**src/rtl/mult_fu.sv**
```systemverilog
// mult_fu: pipelined RV32M multiply unit, one op per cycle, result STAGES cycles after issue.
// Latency STAGES cycles (+1 per stall cycle); a stalled output freezes the pipe and drops free.
// MULT_COLLAPSE_EN: on stall only the valid run ending at the output holds, so bubbles get filled.
package mult_fu_pkg;
  typedef logic [31:0] DATA;
  typedef logic [3:0]  BR_MASK;
  typedef enum logic [1:0] {BR_NONE = 2'd0, SQUASH = 2'd1, CLEAR = 2'd2} BR_TASK;

  typedef struct packed {
    logic [5:0] reg_idx;
  } PHYS_TAG;

  typedef struct packed {
    logic [4:0] dest_reg_idx;
    logic       valid;
  } DECODED;

  typedef struct packed {
    BR_MASK  b_id;
    BR_MASK  b_mask;
    PHYS_TAG t;
    DECODED  decoded_vals;
  } RS_PACKET;

  typedef struct packed {
    RS_PACKET decoded_vals;
    DATA      result;
  } FU_PACKET;

  localparam logic [1:0] F_MUL    = 2'd0;
  localparam logic [1:0] F_MULH   = 2'd1;
  localparam logic [1:0] F_MULHSU = 2'd2;
  localparam logic [1:0] F_MULHU  = 2'd3;
endpackage

module mult_fu
  import mult_fu_pkg::*;
#(
  parameter int STAGES = 4
) (
  input  logic       clock,
  input  logic       reset,
  input  logic       start,
  input  RS_PACKET   rs_packet,
  input  DATA        rs1_val,
  input  DATA        rs2_val,
  input  logic [1:0] mult_func,
  input  logic       stall,
  input  BR_TASK     rem_br_task,
  input  BR_MASK     rem_b_id,
  output logic       fu_done,
  output FU_PACKET   fu_packet,
  output logic       free
);
  localparam int          W    = 64 / STAGES;
  localparam logic [63:0] MASK = (W == 64) ? {64{1'b1}} : ((64'd1 << W) - 64'd1);

  logic        r_vld    [STAGES];
  RS_PACKET    r_meta   [STAGES];
  logic [1:0]  r_func   [STAGES];
  logic [63:0] r_mcand  [STAGES];
  logic [63:0] r_mplier [STAGES];
  logic [63:0] r_sum    [STAGES];

  logic        w_src_vld    [STAGES];
  RS_PACKET    w_src_meta   [STAGES];
  logic [1:0]  w_src_func   [STAGES];
  logic [63:0] w_src_mcand  [STAGES];
  logic [63:0] w_src_mplier [STAGES];
  logic [63:0] w_src_sum    [STAGES];
  logic [63:0] w_sum_nxt    [STAGES];

  logic [STAGES-1:0] w_hold;
  logic              w_stall_out;
  logic              w_a_sgn;
  logic              w_b_sgn;

  function automatic logic br_kill(RS_PACKET m, BR_TASK t, BR_MASK id);
    return (t == SQUASH) && ((m.b_mask & id) != '0) && (m.b_id != id);
  endfunction

  function automatic RS_PACKET br_clr(RS_PACKET m, BR_TASK t, BR_MASK id);
    RS_PACKET r;
    r = m;
    if (t == CLEAR) r.b_mask = m.b_mask & ~id;
    return r;
  endfunction

  assign w_a_sgn     = (mult_func != F_MULHU);
  assign w_b_sgn     = (mult_func == F_MUL) || (mult_func == F_MULH);
  assign w_stall_out = r_vld[STAGES-1] && stall;

`ifdef MULT_COLLAPSE_EN
  // A stage holds only if it and everything downstream is valid and the output is stalled.
  always_comb begin
    w_hold = '0;
    w_hold[STAGES-1] = w_stall_out;
    for (int k = STAGES - 2; k >= 0; k--) w_hold[k] = w_hold[k+1] && r_vld[k];
  end
`else
  always_comb begin
    w_hold = '0;
    for (int k = 0; k < STAGES; k++) w_hold[k] = w_stall_out;
  end
`endif

  assign free    = !w_hold[0];
  assign fu_done = r_vld[STAGES-1];

  // Stage k consumes multiplier bits [k*W +: W]; operands are sign/zero-extended to 64 bits.
  always_comb begin
    w_src_vld[0]    = start;
    w_src_meta[0]   = rs_packet;
    w_src_func[0]   = mult_func;
    w_src_mcand[0]  = {{32{w_a_sgn & rs1_val[31]}}, rs1_val};
    w_src_mplier[0] = {{32{w_b_sgn & rs2_val[31]}}, rs2_val};
    w_src_sum[0]    = '0;
    for (int k = 1; k < STAGES; k++) begin
      w_src_vld[k]    = r_vld[k-1];
      w_src_meta[k]   = r_meta[k-1];
      w_src_func[k]   = r_func[k-1];
      w_src_mcand[k]  = r_mcand[k-1];
      w_src_mplier[k] = r_mplier[k-1];
      w_src_sum[k]    = r_sum[k-1];
    end
    for (int k = 0; k < STAGES; k++) begin
      w_sum_nxt[k] = w_src_sum[k] +
                     ((w_src_mcand[k] * ((w_src_mplier[k] >> (k * W)) & MASK)) << (k * W));
    end
  end

  always_ff @(posedge clock or posedge reset) begin
    if (reset) begin
      for (int k = 0; k < STAGES; k++) begin
        r_vld[k]    <= 1'b0;
        r_meta[k]   <= '0;
        r_func[k]   <= '0;
        r_mcand[k]  <= '0;
        r_mplier[k] <= '0;
        r_sum[k]    <= '0;
      end
    end else begin
      for (int k = 0; k < STAGES; k++) begin
        if (w_hold[k]) begin
          r_vld[k]  <= r_vld[k] && !br_kill(r_meta[k], rem_br_task, rem_b_id);
          r_meta[k] <= br_clr(r_meta[k], rem_br_task, rem_b_id);
        end else begin
          r_vld[k]    <= w_src_vld[k] && !br_kill(w_src_meta[k], rem_br_task, rem_b_id);
          r_meta[k]   <= br_clr(w_src_meta[k], rem_br_task, rem_b_id);
          r_func[k]   <= w_src_func[k];
          r_mcand[k]  <= w_src_mcand[k];
          r_mplier[k] <= w_src_mplier[k];
          r_sum[k]    <= w_sum_nxt[k];
        end
      end
    end
  end

  always_comb begin
    fu_packet = '0;
    if (r_vld[STAGES-1]) begin
      fu_packet.decoded_vals = r_meta[STAGES-1];
      fu_packet.result = (r_func[STAGES-1] == F_MUL) ? r_sum[STAGES-1][31:0]
                                                     : r_sum[STAGES-1][63:32];
    end
  end
endmodule

```
**config.mk**
```make
export PLATFORM = sky130hd
export DESIGN_NAME = mult_fu
export DESIGN_NICKNAME = d
export VERILOG_FILES = /design/src/rtl/mult_fu.sv
export SDC_FILE = /design/constraint.sdc
export NUM_CORES = 2
export LEC_CHECK = 0
export ABC_CLOCK_PERIOD_IN_PS = 13800
export BUFFER_PORTS_ARGS = -buffer_cell sky130_fd_sc_hd__buf_2
export CAP_MARGIN = 20
export CORE_MARGIN = 2
export CORE_UTILIZATION = 55
export DETAILED_ROUTE_END_ITERATION = 6
export PLACE_DENSITY = 0.74
export SETUP_SLACK_MARGIN = 0.15
export SYNTH_ARGS = -nofsm -noshare
export SYNTH_HDL_FRONTEND = slang
export SYNTH_SLANG_ARGS = --single-unit
```
**constraint.sdc**
```tcl
create_clock -name clock -period 13.8 [get_ports clock]
set_clock_uncertainty 0.15 [all_clocks]
set_input_delay 2.76 -clock clock [delete_from_list [all_inputs] [get_ports clock]]
set_output_delay 2.76 -clock clock [all_outputs]
set_load 0.01 [all_outputs]
```
==> impl_metrics.prom <==
# TYPE chip_impl_metric gauge
chip_impl_info{name="run_status",value="complete, no violations"} 1
chip_impl_metric{name="synth_async_reset_ratio",unit="%"} 100
chip_impl_metric{name="finish_stage_setup_viols",unit=""} 0
chip_impl_metric{name="critical_path.max_fanout",unit=""} 20
chip_impl_metric{name="grt_first_pass_wirelength",unit="um"} 287000
chip_impl_metric{name="final_cell_count_no_fill",unit=""} 9243
chip_impl_metric{name="rows",unit=""} 128
chip_impl_metric{name="timing.final.crit_share",unit="%"} 74.6
chip_impl_metric{name="ctsResizeCount",unit=""} 0
chip_impl_metric{name="yosys_warnings",unit=""} 0
chip_impl_metric{name="wire_per_inst",unit="um"} 18.9
chip_impl_metric{name="clk_latency",unit="ps"} 650
chip_impl_metric{name="residual_drc",unit=""} 0
chip_impl_info{name="timing.critical_path.from",value="r_mplier[217]"} 1
chip_impl_metric{name="critical_path_required",unit="ps"} 14120
chip_impl_metric{name="drt-pass1-iter-count",unit=""} 6
chip_impl_metric{name="synth_area",unit="um^2"} 67800
chip_impl_metric{name="vias",unit=""} 50000
chip_impl_metric{name="synth_enable_flop_cells",unit=""} 0
chip_impl_metric{name="placeableCoreArea",unit="um^2"} 122000
chip_impl_info{name="cts_tree",value="done"} 1
chip_impl_metric{name="synth.distinct_cells",unit=""} 76
chip_impl_info{name="critical_path_most_common_cell",value="fa_1"} 1
chip_impl_info{name="critical_path_class",value="reg -> reg"} 1
chip_impl_metric{name="timing_worst_slew_pin_value",unit="ps"} 1080
chip_impl_metric{name="reg2reg_depth",unit=""} 37
chip_impl_metric{name="cts_inserted_buffers",unit=""} 48
chip_impl_info{name="synth_top_cells_by_count",value="1,755 x nand2_1, 1,583 x inv_1, 1,300 x fa_1, 453 x and2_1, 442 x ha_1"} 1
chip_impl_metric{name="place_congestion",unit=""} 0.954
chip_impl_metric{name="number_of_antenna_violations_at_the_first_check_in_global_routing",unit=""} 1
chip_impl_metric{name="relSlewSlack",unit="%"} 28.0
chip_impl_info{name="post-synth-top-count-cell",value="nand2_1"} 1
chip_impl_metric{name="n_antenna_cell",unit=""} 0
chip_impl_metric{name="first_global_vias",unit=""} 53300
chip_impl_metric{name="initial_core_util",unit="%"} 55.6
chip_impl_metric{name="crit_path_max_incr_delay",unit="ps"} 910
chip_impl_metric{name="vias_per_cell",unit=""} 5.41
chip_impl_metric{name="final-max-slew-violation-count",unit=""} 0
chip_impl_metric{name="cts.sinks",unit=""} 434
chip_impl_metric{name="detailed_place_hpwl",unit="um"} 136000
chip_impl_metric{name="hold_buffers",unit=""} 0
chip_impl_metric{name="ant_nets",unit=""} 0
chip_impl_metric{name="detailroute.wirelength.met2",unit="um"} 82300
chip_impl_metric{name="yosys_register_bits",unit=""} 434
chip_impl_metric{name="synthToLayoutAreaGrowth",unit="%"} 5.35
chip_impl_metric{name="mappedNetlistNets",unit=""} 9494
chip_impl_info{name="grt_setup_unrepaired",value="no"} 1
chip_impl_metric{name="h-tree-depth",unit=""} 2
chip_impl_metric{name="wirelength",unit="um"} 175000
chip_impl_metric{name="num_io_pins",unit=""} 150
chip_impl_metric{name="achievable-frequency",unit="GHz"} 0.0972
chip_impl_metric{name="drtIter0Drc",unit=""} 3736
chip_impl_metric{name="grt_use_total",unit="%"} 28.8
chip_impl_metric{name="die_height",unit="um"} 355
chip_impl_info{name="critical-path-top-delay-family",value="compound AO/OA/AOI/OAI gates"} 1
chip_impl_metric{name="grt_overflow_total",unit=""} 0
chip_impl_metric{name="syn_inst",unit=""} 7656
chip_impl_info{name="yosys_most_used_dff",value="dfrtp_1"} 1
chip_impl_metric{name="drv.max_cap_violation_count",unit=""} 0
chip_impl_info{name="critical_path.endpoint",value="r_sum[191]"} 1
chip_impl_info{name="yosysTopAreaCell",value="fa_1"} 1
chip_impl_metric{name="final.min_clock_period",unit="ps"} 10290
chip_impl_metric{name="detail_route.wirelength.met1",unit="um"} 72500
chip_impl_info{name="timing.critical_path.from_type",value="flip-flop"} 1
chip_impl_metric{name="final.fill_count",unit=""} 10700
chip_impl_info{name="cell_types_with_the_largest_area_share_after_synthesis",value="fa_1 38%, dfrtp_1 16%, nand2_1 9.7%, inv_1 8.8%, ha_1 8.2%"} 1
chip_impl_metric{name="share_of_post_route_cells_with_drive_strength_above_1",unit="%"} 3.98
chip_impl_metric{name="sum_neg_setup_slack",unit="ps"} 0
chip_impl_metric{name="dpl.cell_count",unit=""} 9158
chip_impl_info{name="topRoutingLayerUsed",value="met5"} 1
chip_impl_metric{name="worst-path-stages",unit=""} 37
chip_impl_metric{name="die-width",unit="um"} 355
chip_impl_metric{name="postCtsSetupRepairBufs",unit=""} 0
chip_impl_metric{name="grt_start_max_net_pins",unit=""} 200
chip_impl_info{name="worstReg2RegEnd",value="r_sum[191]"} 1
chip_impl_metric{name="layout.nets",unit=""} 9421
chip_impl_metric{name="worst_setup_hold_path_clk_slew",unit="ps"} 60
chip_impl_metric{name="port-buffer-count",unit=""} 149
chip_impl_info{name="ctsRootBufferMaster",value="clkbuf_16"} 1
chip_impl_metric{name="cts.path.max_buffers",unit=""} 3
chip_impl_metric{name="worst_path_buffer_plus_inverter_count",unit=""} 6
chip_impl_metric{name="post_synth.cell_area_avg",unit="um^2"} 8.86
chip_impl_metric{name="synth_top_area_share",unit="%"} 38.4
chip_impl_metric{name="design.die.area",unit="um^2"} 126000
chip_impl_info{name="crit_slowest_cell",value="dfrtp_1"} 1
chip_impl_metric{name="met3_wirelength",unit="um"} 13700
chip_impl_info{name="crit_path_end_kind",value="flip-flop"} 1
chip_impl_info{name="timing.rr.start",value="r_mplier[217]"} 1
chip_impl_metric{name="finalHoldViolCount",unit=""} 0
chip_impl_metric{name="reg_to_reg_setup_timing_slack",unit="ps"} 3510
chip_impl_info{name="worstHoldPathType",value="reg -> reg"} 1
chip_impl_metric{name="timing.critical_path.arrival",unit="ps"} 10610
chip_impl_metric{name="synth_sequential_area_ratio",unit="%"} 16.0
cell usage in the layout (no fill, tap or decap), drive strengths merged, types with 26 or more instances in the layout:
| cell type | count |
|---|---|
| nand2 | 1755 |
| nand3 | 29 |
| ha | 442 |
| and2 | 453 |
| a21oi | 266 |
| o21ai | 161 |
| buf | 190 |
| a21boi | 40 |
| dfrtp | 434 |
| a21o | 83 |
| o21bai | 32 |
| inv | 1591 |
| xor2 | 95 |
| fa | 1300 |
| nand2b | 26 |
| xnor2 | 185 |
| a211oi | 26 |
| clkbuf | 64 |
| nor2 | 176 |
| nor3 | 29 |
worst min path at each step:
| stage | startpoint | to | slack (ps) | cells after the start |
|---|---|---|---|---|
| after global routing | r_sum[153] | r_sum[89] | 330 | 2 |
| after detailed placement | r_meta[4] | r_meta[4] | 300 | 2 |
| final | r_sum[138] | r_sum[74] | 300 | 2 |
| after CTS | r_sum[138] | r_sum[74] | 300 | 2 |
| after floorplan | r_mcand[64] | r_mcand[64] | 280 | 2 |
| after global placement | r_meta[3] | r_meta[3] | 290 | 2 |
area by class of cell:
class	count	area, um^2	area share (%)
Multi-Input combinational cell	5325	49800	69.7
Sequential cell	434	10900	15.2
Inverter	1584	5960	8.34
Tap cell	1625	2030	2.85
Clock buffer	64	1370	1.92
Timing Repair Buffer	190	1070	1.49
Clock inverter	21	320	0.448
tightest hold or removal path, stage by stage, from the launching register on:
cell     delay [ps]
dfrtp_1         340
nand2_1          50
nand2_1          50
sequential cells by signal (all words and copies together) (netlist names):
name	flops
r_meta	80
r_func	8
r_mplier	19
r_sum	242
r_mcand	81
r_vld	3
fu_done	1
metal layers:
metal,global-route usage [%],vias to the layer above
met5,0,-
met3,5.14,324
met1,39.6,25300
met2,46.8,1773
li1,-,22600
met4,9.20,2
through the flow:
step / util, % / setup slack [ps] / hold WS [ps] / area, um^2
2_1_floorplan: - / 4950 / 280 / 67800
3_3_place_gp: 57.1 / 3590 / 291 / 69700
3_5_place_dp: 57.1 / 3500 / 300 / 69700
4_1_cts: 58.5 / 3610 / 296 / 71400
5_1_grt: 58.5 / 2800 / 331 / 71400
6_report: 58.5 / 3510 / 299 / 71400
logic make-up after synthesis:
logic type,synth area share [%]
flops,16.0
compound gates,6.80
fa+ha+maj,46.5
mux,0.0923
buf+inv,10.5
simple gates,16.4
xor+xnor,3.62
Power is not shown: default switching activity piles up to over one toggle a cycle in this logic, so the estimate is an artifact.
